### src/rtl/decoder_stream_if.sv
// rtl/decoder_stream_if.sv - request, scan-control and output-beat signals of decoder_stream
interface decoder_stream_if #(
  parameter int SEL_W = 4
);
  localparam int OUT_W = 1 << SEL_W;

  logic             in_valid;
  logic             in_ready;
  logic [SEL_W-1:0] in_sel;
  logic             in_en;
  logic             scan_start;
  logic             scan_stop;
  logic             scan_busy;
  logic             scan_done;
  logic             out_valid;
  logic             out_ready;
  logic [OUT_W-1:0] out_onehot;
  logic [SEL_W-1:0] out_idx;

  modport master (
    output in_valid, in_sel, in_en, scan_start, scan_stop, out_ready,
    input  in_ready, scan_busy, scan_done, out_valid, out_onehot, out_idx
  );

  modport slave (
    input  in_valid, in_sel, in_en, scan_start, scan_stop, out_ready,
    output in_ready, scan_busy, scan_done, out_valid, out_onehot, out_idx
  );
endinterface

### src/rtl/decoder_stream.sv
// rtl/decoder_stream.sv - registered one-hot decoder with valid/ready stream and index scan mode
module decoder_stream #(
  parameter int SEL_W    = 4,
  parameter bit ONE_COLD = 1'b0
) (
  input  logic            clk,
  input  logic            rst,
  decoder_stream_if.slave bus
);
  localparam int OUT_W = 1 << SEL_W;
  localparam logic [SEL_W-1:0] LAST     = '1;
  localparam logic [OUT_W-1:0] INACTIVE = ONE_COLD ? '1 : '0;

  typedef enum logic {IDLE, SCAN} state_t;

  state_t           state;
  logic [SEL_W-1:0] cnt;
  logic             out_valid_q;
  logic [OUT_W-1:0] out_onehot_q;
  logic [SEL_W-1:0] out_idx_q;
  logic             scan_busy_q;
  logic             scan_done_q;
  logic             free;
  logic             in_ready_c;
  logic             last_taken;

  function automatic logic [OUT_W-1:0] decode(input logic [SEL_W-1:0] idx, input logic en);
    logic [OUT_W-1:0] p;
    p = '0;
    if (en) p[idx] = 1'b1;
    return ONE_COLD ? ~p : p;
  endfunction

  assign free       = ~out_valid_q | bus.out_ready;
  // A pending scan_start blocks direct requests so the scan wins a collision.
  assign in_ready_c = ~rst & (state == IDLE) & free & ~bus.scan_start;
  assign last_taken = (state == SCAN) & (cnt == LAST) & out_valid_q & bus.out_ready;

  always_ff @(posedge clk) begin
    if (rst) begin
      state        <= IDLE;
      cnt          <= '0;
      out_valid_q  <= 1'b0;
      out_onehot_q <= INACTIVE;
      out_idx_q    <= '0;
      scan_busy_q  <= 1'b0;
      scan_done_q  <= 1'b0;
    end else begin
      scan_done_q <= 1'b0;
      if (out_valid_q && bus.out_ready) out_valid_q <= 1'b0;

      case (state)
        IDLE: begin
          if (bus.scan_start && free) begin
            state        <= SCAN;
            scan_busy_q  <= 1'b1;
            cnt          <= '0;
            out_valid_q  <= 1'b1;
            out_onehot_q <= decode('0, 1'b1);
            out_idx_q    <= '0;
          end else if (bus.in_valid && in_ready_c) begin
            out_valid_q  <= 1'b1;
            out_onehot_q <= decode(bus.in_sel, bus.in_en);
            out_idx_q    <= bus.in_sel;
          end
        end
        SCAN: begin
          // Completion takes priority over a simultaneous stop.
          if (last_taken) begin
            state       <= IDLE;
            scan_busy_q <= 1'b0;
            scan_done_q <= 1'b1;
          end else if (bus.scan_stop) begin
            state       <= IDLE;
            scan_busy_q <= 1'b0;
          end else if (free && cnt != LAST) begin
            cnt          <= cnt + 1'b1;
            out_valid_q  <= 1'b1;
            out_onehot_q <= decode(cnt + 1'b1, 1'b1);
            out_idx_q    <= cnt + 1'b1;
          end
        end
        default: begin
          state       <= IDLE;
          scan_busy_q <= 1'b0;
        end
      endcase
    end
  end

  assign bus.in_ready   = in_ready_c;
  assign bus.out_valid  = out_valid_q;
  assign bus.out_onehot = out_onehot_q;
  assign bus.out_idx    = out_idx_q;
  assign bus.scan_busy  = scan_busy_q;
  assign bus.scan_done  = scan_done_q;
endmodule
### src/flat_wrapper.sv
// flat-port wrapper written by rule: the top's interface ports become plain ports
module decoder_stream_flat 
#(
  parameter int SEL_W    = 4,
  parameter bit ONE_COLD = 1'b0
)
  (clk, rst, bus_in_valid, bus_in_sel, bus_in_en, bus_scan_start, bus_scan_stop, bus_out_ready, bus_in_ready, bus_scan_busy, bus_scan_done, bus_out_valid, bus_out_onehot, bus_out_idx);
  decoder_stream_if #(.SEL_W(SEL_W)) bus_i ();
  input  logic clk;
  input  logic rst;
  input wire logic [$bits(bus_i.in_valid)-1:0] bus_in_valid;
  input wire logic [$bits(bus_i.in_sel)-1:0] bus_in_sel;
  input wire logic [$bits(bus_i.in_en)-1:0] bus_in_en;
  input wire logic [$bits(bus_i.scan_start)-1:0] bus_scan_start;
  input wire logic [$bits(bus_i.scan_stop)-1:0] bus_scan_stop;
  input wire logic [$bits(bus_i.out_ready)-1:0] bus_out_ready;
  output wire logic [$bits(bus_i.in_ready)-1:0] bus_in_ready;
  output wire logic [$bits(bus_i.scan_busy)-1:0] bus_scan_busy;
  output wire logic [$bits(bus_i.scan_done)-1:0] bus_scan_done;
  output wire logic [$bits(bus_i.out_valid)-1:0] bus_out_valid;
  output wire logic [$bits(bus_i.out_onehot)-1:0] bus_out_onehot;
  output wire logic [$bits(bus_i.out_idx)-1:0] bus_out_idx;
  assign bus_i.in_valid = bus_in_valid;
  assign bus_i.in_sel = bus_in_sel;
  assign bus_i.in_en = bus_in_en;
  assign bus_i.scan_start = bus_scan_start;
  assign bus_i.scan_stop = bus_scan_stop;
  assign bus_i.out_ready = bus_out_ready;
  assign bus_in_ready = bus_i.in_ready;
  assign bus_scan_busy = bus_i.scan_busy;
  assign bus_scan_done = bus_i.scan_done;
  assign bus_out_valid = bus_i.out_valid;
  assign bus_out_onehot = bus_i.out_onehot;
  assign bus_out_idx = bus_i.out_idx;
  decoder_stream #(.SEL_W(SEL_W), .ONE_COLD(ONE_COLD)) u_core (.clk(clk), .rst(rst), .bus(bus_i));
endmodule
### config.mk
export PLATFORM = sky130hd
export DESIGN_NAME = decoder_stream_flat
export DESIGN_NICKNAME = d
export VERILOG_FILES = /design/src/rtl/decoder_stream_if.sv /design/src/rtl/decoder_stream.sv /design/src/flat_wrapper.sv
export SDC_FILE = /design/constraint.sdc
export NUM_CORES = 1
export LEC_CHECK = 0
export BUFFER_PORTS_ARGS = -buffer_cell sky130_fd_sc_hd__buf_2
export CAP_MARGIN = 20
export CORE_ASPECT_RATIO = 0.6
export CORE_UTILIZATION = 58
export DETAILED_ROUTE_END_ITERATION = 6
export PLACE_DENSITY = 0.82
export SYNTH_ARGS = -nofsm -noshare
export SYNTH_HDL_FRONTEND = slang
export SYNTH_SLANG_ARGS = --single-unit
export TNS_END_PERCENT = 10
### constraint.sdc
create_clock -name clk -period 3.6 [get_ports clk]
set_input_delay 0.72 -clock clk [delete_from_list [all_inputs] [get_ports clk]]
set_output_delay 0.72 -clock clk [all_outputs]
set_load 0.03 [all_outputs]
* After elaboration in Yosys (flattened, before gate mapping)
Cells that the tools add are included.
** Word-level totals
- Register bits :: 28
- Input port bits :: 11
- Output and inout port bits :: 24
** Cells by class
- Add/subtract/negate cells :: 1
- Magnitude comparators :: 4
- Equal/unequal tests :: 8
- Muxes and demuxes :: 35
- Bitwise operators :: 11
- Reductions and logical operators :: 10
** Operator list (count)
- 16-bit two-way mux :: 6
- 16-bit one-hot mux with 2 select lines :: 1
- 4-bit two-way mux :: 6
- 4-bit one-hot mux with 2 select lines :: 2
- 1-bit two-way mux :: 15
- 4-bit by 5-bit < comparator with 1-bit output, second input constant :: 2
- 1-bit demux with 4-bit select :: 2
- 4-bit by 1-bit >= comparator with 1-bit output, second input constant :: 2
- 2-bit != test, second input constant :: 4
- 4-bit AND reduction :: 2
- 1-bit bitwise AND :: 6
- 1-bit logical AND :: 6
- 3-bit != test, second input constant :: 2
- 1-bit one-hot mux with 2 select lines :: 3
- 4-bit by 1-bit adder with 4-bit output, second input constant :: 1
- 4-bit equality test, second input constant :: 1
- 4-bit != test, second input constant :: 1
- 1-bit inverter :: 4
- 2-bit AND reduction :: 1
- 2-bit OR reduction :: 1
- 1-bit OR :: 1

* Logic depth before layout (Yosys ltp)
Gate-level depths: netlist (run 1).
- Depth in word-level cells :: 9
- Mapped depth :: 7
- Depth with buffers taken out :: 5

* Worst setup path after synthesis (run 1)
No wires, ideal clock.
- Path type :: input-to-output
- Start :: in rst
- End :: out bus_in_ready
- Arrival time :: 1.928 ns
- Data required time :: 2.880 ns
- Path slack :: 0.952 ns
- Stages :: 2
- Path through :: buf_1 -> nor4_1
** Between the ends
- Word-level cells in the longest chain between the ends :: 4
** RTL lines
- from (decl) :: RTL line flat_wrapper.sv:10 : input logic rst;
- 1-bit inverter :: RTL line decoder_stream.sv:36 : assign in_ready_c = ~rst & (state == IDLE) & free & ~bus.scan_start;
- 1-bit bitwise AND (3 in a row) :: RTL line decoder_stream.sv:36
- to (decl) :: RTL line flat_wrapper.sv:17 : output wire logic [$bits(bus_i.in_ready)-1:0] bus_in_ready;
Every way passes these cells.

* Final worst setup path (run 1)
- Start :: reg u_core.state
- End :: reg u_core.out_onehot_q[10], in the netlist u_core.bus.out_onehot[10]
** Between the ends
- Word-level cells in the longest chain between the ends :: 7
- Elaborated cells between the ends (all ways) :: 14
- Classes of those cells :: eq/ne (4); mux (1); bitwise (7); reduce/logical (2)
** RTL lines
- from (decl) :: RTL line decoder_stream.sv:16 : state_t state;
- from (signal assigned) :: RTL line decoder_stream.sv:41 : state <= IDLE;
- from (signal assigned) :: RTL line decoder_stream.sv:55 : state <= SCAN;
- from (signal assigned) :: RTL line decoder_stream.sv:70 : state <= IDLE;
- 1-bit inverter (no source line)
- 1-bit bitwise AND (3 in a row) :: RTL line decoder_stream.sv:36
- 1-bit logical AND :: RTL line decoder_stream.sv:61 : end else if (bus.in_valid && in_ready_c) begin
- 3-bit != test (no source line)
- 4-bit AND reduction (no source line)
- to (signal assigned) :: RTL line decoder_stream.sv:59 : out_onehot_q <= decode('0, 1'b1);
- to (signal assigned) :: RTL line decoder_stream.sv:63 : out_onehot_q <= decode(bus.in_sel, bus.in_en);
- to (signal assigned) :: RTL line decoder_stream.sv:79 : out_onehot_q <= decode(cnt + 1'b1, 1'b1);
- to (decl) :: RTL line decoder_stream.sv:19 : logic [OUT_W-1:0] out_onehot_q;
Parallel ways exist; a longest one is shown, timed or not.
A chain may end at the register's enable or synchronous reset.

==> tab_implementation.tex, run 1 <==
\begin{tabular}{lr}
\hline
Metric & Value \\
\hline
\multicolumn{2}{l}{\textbf{Critical path}} \\
\quad Worst Path Max Fanout & 29 \\
\quad Type of the worst setup path & register to register \\
\quad Maximum cell stage delay along the critical path & 1010 ps \\
\quad Launching point of the worst reg2reg path & u\_core.state \\
\quad Element type at the critical path end & register \\
\quad Launching element type of the critical path & register \\
\quad Critical path cell sequence & nand2b\_1 -> nor3\_4 -> or2\_1 -> a311oi\_1 \\
\quad Launch point of the worst path & u\_core.state \\
\quad Cell type of the slowest stage on the worst timing path & sky130\_fd\_sc\_hd\_\_dfxtp\_1 \\
\quad Required time at the endpoint of the critical path & 3710 ps \\
\quad Arrival time worst endpoint & $\sim$2800 ps \\
\quad Register-to-Register Path Depth & 4 \\
\multicolumn{2}{l}{\textbf{Synth}} \\
\quad Ys Warns & 0 \\
\quad Portion of the post-synthesis area used by sequential elements & between 30\% and 40\% \\
\quad Post-synth EDFFs & 0 \\
\quad Post-synthesis net count & 204 \\
\quad Top\_reg\_cell synth & sky130\_fd\_sc\_hd\_\_dfxtp\_1 \\
\quad Number of instances in the synthesized netlist & between 150 and 200 \\
\quad Fraction of registers with async set or reset after synthesis & 0\% \\
\quad Post-synth cell types & 49 \\
\quad Number of synthesized register bits & 28 \\
\quad Area of the mapped netlist & 1730 µm² \\
\quad Mean instance size in the synthesized netlist & roughly 9.1 µm² \\
\multicolumn{2}{l}{\textbf{Power}} \\
\quad Tot Pwr & approximately 750 µW \\
\quad Peak supply drop & 314 µV \\
\quad Power density over the cells & 396 nW/µm² \\
\quad Leakage & around 0.0007 µW \\
\multicolumn{2}{l}{\textbf{Clock tree}} \\
\quad Number of setup buffers added after CTS & 0 \\
\quad Cts bufs inserted & 3 \\
\quad CTS tree & built \\
\quad Clock latency reported for the late side of the worst-skew pair & 270 ps \\
\quad Clock slew seen by the registers of the worst setup and hold paths & roughly 100 ps \\
\quad CTS H-Tree Depth & 1 \\
\quad CTS root buf & sky130\_fd\_sc\_hd\_\_clkbuf\_8 \\
\quad CTS hold repair buffers & 0 \\
\quad CTS max path bufs & 2 \\
\quad Number of instances resized during post-cts repair & 0 \\
\quad Total number of clock tree sinks & 28 \\
\multicolumn{2}{l}{\textbf{Floorplan}} \\
\quad Vertical extent of the die & 44.3 µm \\
\quad Starting density of the core & 64.9\% \\
\quad Die Area & 3210 µm² \\
\quad Horizontal extent of the die & 72.5 µm \\
\quad Core footprint & around 2700 µm² \\
\quad \# IOs & 35 \\
\quad Row count & 14 \\
\multicolumn{2}{l}{\textbf{Place}} \\
\quad Routability-driven placement congestion ratio & 0.926 \\
\quad PortBufs & 34 \\
\quad Post-place instance area & 1860 µm² \\
\quad Placed cell count & 248 \\
\quad Sum of net half-perimeters after detailed placement & between 3000 and 4000 µm \\
\multicolumn{2}{l}{\textbf{Drt}} \\
\quad Count of TritonRoute iterations in the first routing pass & 5 \\
\quad Via count of the routed design & 1718 \\
\quad Antenna-violating nets left & 0 \\
\quad First-iteration detailed-routing DRC count & 220 \\
\quad Residual DRC count & 0 \\
\quad Avg Vias per Cell & 6.84 \\
\quad Routed wire length & 4500 µm \\
\quad Routed len/inst & about 18 µm \\
\multicolumn{2}{l}{\textbf{Global routing}} \\
\quad Number of antenna violations at the first check in global routing & 0 \\
\quad Vias in the first global route & 1503 \\
\quad All-layer global routing usage & 28.7\% \\
\quad Wire length of the first global-routing pass & $\sim$7000 µm \\
\quad Maximum number of pins on one net before global-route repair & 33 \\
\quad Overflow left after global routing & 0 \\
\multicolumn{2}{l}{\textbf{Hold path}} \\
\quad Hold depth & 2 \\
\quad Worst hold-check path type & register to register \\
\quad Worst hold path startpoint & u\_core.bus.scan\_busy \\
\multicolumn{2}{l}{\textbf{STA}} \\
\quad Tightest slew margin relative to the limit & 31.4\% \\
\quad Setup TNS & 0 ps \\
\quad Fin crit period & between 2000 and 3000 ps \\
\quad Highest clock rate & 0.371 GHz \\
\quad Setup repair after global routing missed its margin & false \\
\quad Final setup skew & 11.6 ps \\
\quad Max-slew violation total from the final report & 0 \\
\quad Tightest Pin Transition & approximately 1000 ps \\
\quad Final Setup Violations & 0 \\
\quad Final period utilization & about 75\% \\
\quad Final hold violation count & 0 \\
\multicolumn{2}{l}{\textbf{Cells and area}} \\
\quad Combined flip-flop and latch cell area & 561 µm² \\
\quad P\&R area growth vs syn & 10.1\% \\
\quad Final cell count without fillers & approximately 250 \\
\quad Count of nets after finishing & 228 \\
\quad Multi-input logic area & 1050 µm² \\
\quad Share of post-route cells with drive strength above 1 & 29.9\% \\
\quad Post-route cell area & 1900 µm² \\
\quad Diode insertion count for antenna repair & 0 \\
\quad Count of fill cells added during filler insertion & 214 \\
\multicolumn{2}{l}{\textbf{Flow run}} \\
\quad Number of max-capacitance violations reported & 0 \\
\multicolumn{2}{l}{\textbf{Run status}} \\
\quad Outcome & finished clean \\
\hline
\end{tabular}
## path summary, 6_finish.rpt
kind,to,slack (ps)
worst min-delay path,u_core.bus.scan_busy,590
worst min register to register,u_core.bus.scan_busy,590
worst max-delay path,u_core.bus.out_onehot[10],900
worst max register to register,u_core.bus.out_onehot[10],900
## per-layer routing
metal | track usage (%) | up-vias | wire (µm)
li1 | - | 775 | -
met2 | 46.2 | 137 | 1960
met1 | 38.0 | 794 | 1870
met4 | 8.24 | 0 | 63
met3 | 8.43 | 12 | 600
met5 | 0 | - | 0
## worst max-delay path: cells and delay by family (launching register included)
| kind | cells | cell delay [ps] |
|---|---|---|
| flops | 1 | 1010 |
| compound gates | 1 | 220 |
| simple gates | 3 | 1280 |
## per-stage QoR
step | setup slack, ps | utilization, % | hold WS (ps)
floorplan | 952 | - | 548
CTS | 927 | 71.4 | 598
detailed placement | 865 | 69.9 | 580
finish | 902 | 71.4 | 591
global placement | 1060 | 69.9 | 543
global route | 710 | 71.4 | 609
## cell type report
cell class                      instances  share of cell area [%]
Timing Repair Buffer                   36                    9.74
Sequential cell                        28                    29.5
Tap cell                               40                    2.63
Inverter                                5                   0.987
Multi-Input combinational cell        139                    55.0
Clock buffer                            3                    2.17
## cells in the final DEF (no fill, tap or decap), types with 2 or more instances in the layout
cell type / count
sky130_fd_sc_hd__nor2_1: 6
sky130_fd_sc_hd__o211ai_1: 4
sky130_fd_sc_hd__buf_2: 34
sky130_fd_sc_hd__dfxtp_1: 28
sky130_fd_sc_hd__nand3_1: 4
sky130_fd_sc_hd__a311oi_1: 4
sky130_fd_sc_hd__clkbuf_8: 3
sky130_fd_sc_hd__a32oi_1: 7
sky130_fd_sc_hd__a211oi_2: 11
sky130_fd_sc_hd__inv_1: 4
sky130_fd_sc_hd__nand2b_1: 5
sky130_fd_sc_hd__nor4_1: 2
sky130_fd_sc_hd__o21ai_0: 3
sky130_fd_sc_hd__ha_1: 4
sky130_fd_sc_hd__buf_4: 2
sky130_fd_sc_hd__a2111oi_2: 4
sky130_fd_sc_hd__nand2_1: 10
sky130_fd_sc_hd__nand3b_1: 4
sky130_fd_sc_hd__a311oi_2: 3
sky130_fd_sc_hd__a21oi_1: 9
sky130_fd_sc_hd__a22oi_1: 5
sky130_fd_sc_hd__and3b_1: 2
sky130_fd_sc_hd__nor3_1: 21
sky130_fd_sc_hd__or3_1: 2
sky130_fd_sc_hd__a211oi_1: 4
sky130_fd_sc_hd__o31ai_1: 3
sky130_fd_sc_hd__nor2b_1: 3
## cells in the mapped netlist (2+ instances only)
| cell type | count | area (µm²) |
|---|---|---|
| sky130_fd_sc_hd__nand2_1 | 10 | 37.5 |
| sky130_fd_sc_hd__a311oi_2 | 3 | 45.0 |
| sky130_fd_sc_hd__buf_6 | 3 | 33.8 |
| sky130_fd_sc_hd__buf_2 | 7 | 35.0 |
| sky130_fd_sc_hd__dfxtp_1 | 28 | 561 |
| sky130_fd_sc_hd__a22oi_1 | 5 | 37.5 |
| sky130_fd_sc_hd__nor2_1 | 6 | 22.5 |
| sky130_fd_sc_hd__nor4_1 | 2 | 12.5 |
| sky130_fd_sc_hd__a2111oi_2 | 4 | 60.1 |
| sky130_fd_sc_hd__a21oi_1 | 9 | 45.0 |
| sky130_fd_sc_hd__or3_1 | 2 | 12.5 |
| sky130_fd_sc_hd__nand2b_1 | 5 | 31.3 |
| sky130_fd_sc_hd__nand3b_1 | 4 | 30.0 |
| sky130_fd_sc_hd__a32oi_1 | 7 | 61.3 |
| sky130_fd_sc_hd__and3b_1 | 2 | 17.5 |
| sky130_fd_sc_hd__a311oi_1 | 4 | 35.0 |
| sky130_fd_sc_hd__clkbuf_1 | 2 | 7.51 |
| sky130_fd_sc_hd__nor3_1 | 21 | 105 |
| sky130_fd_sc_hd__nand3_1 | 4 | 20.0 |
| sky130_fd_sc_hd__o31ai_1 | 3 | 22.5 |
| sky130_fd_sc_hd__a211oi_2 | 11 | 138 |
| sky130_fd_sc_hd__o211ai_1 | 4 | 30.0 |
| sky130_fd_sc_hd__buf_1 | 3 | 11.3 |
| sky130_fd_sc_hd__a211oi_1 | 4 | 30.0 |
| sky130_fd_sc_hd__nor2b_1 | 3 | 18.8 |
| sky130_fd_sc_hd__buf_4 | 2 | 15.0 |
| sky130_fd_sc_hd__inv_1 | 4 | 15.0 |
| sky130_fd_sc_hd__o21ai_0 | 3 | 15.0 |
| sky130_fd_sc_hd__ha_1 | 4 | 50.1 |
## logic make-up (layout without fill, tap and decap cells)
group	count (synthesis)	count (layout)	synth area share, %
DFF	28	28	32.4
AOI/OAI and AO/OA	64	64	33.5
muxes	1	1	0.579
adders and majority gates	4	4	2.90
and+or+nand+nor	69	69	23.1
buffers and inverters	22	44	7.02
xor gates and xnor gates	1	1	0.507
## power by group
group	switching, µW	internal (µW)
Sequential	24.3	338
Clock	92.0	75.1
Combinational	152	72.7
Total	268	486
## flip-flops by register name (all words and copies together) (netlist names)
| signal | flops |
|---|---|
| u_core.bus.scan_busy | 1 |
| u_core.bus.scan_done | 1 |
| u_core.bus.out_onehot | 16 |
| u_core.bus.out_valid | 1 |
| u_core.bus.out_idx | 4 |
| u_core.state | 1 |
| u_core.cnt | 4 |
No activity file was read; power rests on OpenSTA's default activity.
==> run 2: changes to the inputs <==
Settings changed: CORE_UTILIZATION 58 to 49, PLACE_DENSITY 0.82 to 0.73.
Clock period 3.6 ns to 2.15 ns, I/O delays scaled along.
==> run 2 against run 1 <==
- sequential cell count unchanged
- sequential power rose by 64%
- worst setup slack got worse by 700 ps
- cell area up 4.6%
- highest routed layer unchanged
- wire length increased by 4.6%
- critical path type unchanged
- largest power group unchanged
- combinational power increased by 76%
- core utilization down 11 points
- critical endpoint is now u_core.bus.out_idx[0]
- clock skew down 8.9 ps
==> tab_implementation.tex, run 2 (same netlist as run 1, synthesis figures left out) <==
\begin{tabular}{lr}
\hline
Metric & Value \\
\hline
\multicolumn{2}{l}{\textbf{Critical path}} \\
\quad Launching point of the worst reg2reg path & u\_core.cnt[0] \\
\quad Required time at the endpoint of the critical path & 2340 ps \\
\quad Maximum cell stage delay along the critical path & 500 ps \\
\quad Register-to-Register Path Depth & 6 \\
\quad Launching element type of the critical path & register \\
\quad Type of the worst setup path & register to register \\
\quad Buf/Inv on CP & 1 \\
\quad Cell type of the slowest stage on the worst timing path & sky130\_fd\_sc\_hd\_\_dfxtp\_1 \\
\quad Element type at the critical path end & register \\
\quad Cell family with the largest share of critical-path delay & simple AND/OR/NAND/NOR gates \\
\quad R2R Path End & u\_core.bus.out\_idx[0] \\
\quad R2R Setup Slk & roughly 200 ps \\
\quad Arrival time worst endpoint & 2140 ps \\
\quad Critical path cell sequence & ha\_2 -> and3\_1 -> nor3\_4 -> or2\_1 -> buf\_4 -> a211oi\_1 \\
\quad Worst Path Max Fanout & 19 \\
\multicolumn{2}{l}{\textbf{Cells and area}} \\
\quad Count of fill cells added during filler insertion & 305 \\
\quad Flip-flop count of the largest register after layout & 16 \\
\quad Most frequent cells in the layout & 34 x sky130\_fd\_sc\_hd\_\_buf\_2, 28 x sky130\_fd\_sc\_hd\_\_dfxtp\_1, 21 x sky130\_fd\_sc\_hd\_\_nor3\_1 \\
\quad Final core utilization & 60.2\% \\
\quad Most common cell after layout, fill and taps aside & sky130\_fd\_sc\_hd\_\_buf\_2 \\
\quad Share of post-route cells with drive strength above 1 & between 30\% and 40\% \\
\quad Diode insertion count for antenna repair & 0 \\
\quad P\&R area growth vs syn & 15.1\% \\
\quad Count of nets after finishing & between 200 and 250 \\
\multicolumn{2}{l}{\textbf{Global routing}} \\
\quad Maximum number of pins on one net before global-route repair & 31 \\
\quad Met1 global-route usage & 37.0\% \\
\quad Wire length of the first global-routing pass & 7230 µm \\
\quad Overflow left after global routing & 0 \\
\quad Met3 Usage GRT & 6.48\% \\
\quad Number of antenna violations at the first check in global routing & 0 \\
\quad Met2 demand-to-capacity share in global routing & 39.5\% \\
\quad All-layer global routing usage & 25.8\% \\
\quad Vias in the first global route & 1440 \\
\quad Most crowded layer after global routing & met2 \\
\multicolumn{2}{l}{\textbf{Power}} \\
\quad Total net switching power & 465 µW \\
\quad Net switching fraction of the power & between 30 and 40\% \\
\quad Share of total power in the clock network & 29.8\% \\
\quad Power density over the cells & 709 nW/µm² \\
\quad Int Power & 944 µW \\
\quad Leakage & about 0.00073 µW \\
\quad Share of power burned in registers & a little over two fifths \\
\quad Peak supply drop & approximately 340 µV \\
\quad Combinational share of power & $\sim$28\% \\
\multicolumn{2}{l}{\textbf{Clock tree}} \\
\quad CTS tree & built \\
\quad Clock slew seen by the registers of the worst setup and hold paths & 100 ps \\
\quad CTS max path bufs & 2 \\
\quad CTS H-Tree Depth & 1 \\
\quad Total number of clock tree sinks & 28 \\
\quad CTS root buf & sky130\_fd\_sc\_hd\_\_clkbuf\_8 \\
\quad Clock latency reported for the late side of the worst-skew pair & 280 ps \\
\quad Cts bufs inserted & 3 \\
\quad CTS hold repair buffers & 0 \\
\multicolumn{2}{l}{\textbf{STA}} \\
\quad Highest clock rate & around 0.5 GHz \\
\quad Fin crit period & around 2000 ps \\
\quad Tightest Pin Transition & 656 ps \\
\quad Setup repair after global routing missed its margin & false \\
\quad Tightest slew margin relative to the limit & 56.2\% \\
\quad Final hold violation count & 0 \\
\quad Final Setup Violations & 0 \\
\quad Final setup skew & 2.68 ps \\
\quad Setup TNS & 0 ps \\
\quad Max-slew violation total from the final report & 0 \\
\quad Final period utilization & 90.6\% \\
\multicolumn{2}{l}{\textbf{Flow run}} \\
\quad Number of max-capacitance violations reported & 0 \\
\multicolumn{2}{l}{\textbf{Floorplan}} \\
\quad Horizontal extent of the die & 78.7 µm \\
\quad \# IOs & 35 \\
\quad Vertical extent of the die & 48 µm \\
\quad Die Area & 3780 µm² \\
\quad Row count & 16 \\
\quad Starting density of the core & a little over half \\
\quad Core footprint & 3300 µm² \\
\multicolumn{2}{l}{\textbf{Drt}} \\
\quad Via count of the routed design & 1651 \\
\quad Antenna-violating nets left & 0 \\
\quad Routed len/inst & 17.9 µm \\
\quad Routed wire length & $\sim$4700 µm \\
\quad Avg Vias per Cell & 6.30 \\
\quad Residual DRC count & 0 \\
\quad Count of TritonRoute iterations in the first routing pass & 4 \\
\quad First-iteration detailed-routing DRC count & 239 \\
\multicolumn{2}{l}{\textbf{Run status}} \\
\quad Outcome & finished clean \\
\multicolumn{2}{l}{\textbf{Place}} \\
\quad Routability-driven placement congestion ratio & 0.964 \\
\quad Sum of net half-perimeters after detailed placement & 3420 µm \\
\quad PortBufs & 34 \\
\multicolumn{2}{l}{\textbf{Hold path}} \\
\quad Worst hold path startpoint & bus\_out\_ready \\
\quad Hold depth & 3 \\
\quad Worst hold-check path type & primary input to register \\
\quad Sink of the worst hold path & u\_core.bus.scan\_done \\
\hline
\end{tabular}
run 2: worst register-to-register path: stages (launching register included):
cell                       delay (ps)
sky130_fd_sc_hd__dfxtp_1          500
sky130_fd_sc_hd__ha_2             310
sky130_fd_sc_hd__and3_1           260
sky130_fd_sc_hd__nor3_4            70
sky130_fd_sc_hd__or2_1            230
sky130_fd_sc_hd__buf_4            220
sky130_fd_sc_hd__a211oi_1         270
run 2: per-stage QoR:
stage          power (µW)  instance area (µm²)  hold WS (ps)  setup slack (ps)  std cells
2_1_floorplan         900                 1730           548               250        189
3_3_place_gp          982                 1910           508               294        258
3_5_place_dp          998                 1910           520               200        258
4_1_cts              1420                 1980           460               165        262
5_1_grt              1480                 1990           471              39.0        262
6_report             1410                 1990           463               202        262
run 2: how the worst max path moves through the flow:
stage | startpoint | to | slack [ps] | cells past startpoint
after floorplan | u_core.state | bus_in_ready | 250 | 4
after global placement | bus_in_sel[1] | u_core.bus.out_onehot[13] | 290 | 5
after detailed placement | u_core.cnt[0] | u_core.bus.out_onehot[6] | 200 | 5
after CTS | u_core.cnt[0] | u_core.bus.out_idx[0] | 170 | 6
after global routing | u_core.cnt[1] | u_core.bus.out_onehot[10] | 40 | 6
final | u_core.cnt[0] | u_core.bus.out_idx[0] | 200 | 6
run 2: layout make-up:
type                            count  area, µm²  share of cell area, %
Sequential cell                    28        561                   28.2
Inverter                            5       18.8                  0.943
Clock inverter                      1       30.0                   1.51
Tap cell                           45       56.3                   2.83
Multi-Input combinational cell    139       1060                   53.3
Timing Repair Buffer               41        223                   11.2
Clock buffer                        3       41.3                   2.08
run 2: layer usage:
layer  wire length (µm)  share of wire (%)  vias up
met2               2080                 44       88
met5                  0                  0        -
met1               2180                 46      774
met3                431                9.2        2
li1                   -                  -      787
met4                  9               0.19        0
run 2: power groups by stage:
stage | combinational (µW) | clock (µW) | sequential, µW
finish | 395 | 420 | 595
global placement | 381 | 0 | 601
floorplan | 209 | 0 | 691
CTS | 394 | 431 | 594
global route | 425 | 454 | 601
detailed placement | 393 | 0 | 605
run 2: what timing repair did:
item	in CTS	in global routing
setup buffers	0	0
setup endpoints to repair	0	6
gates resized for setup	0	2
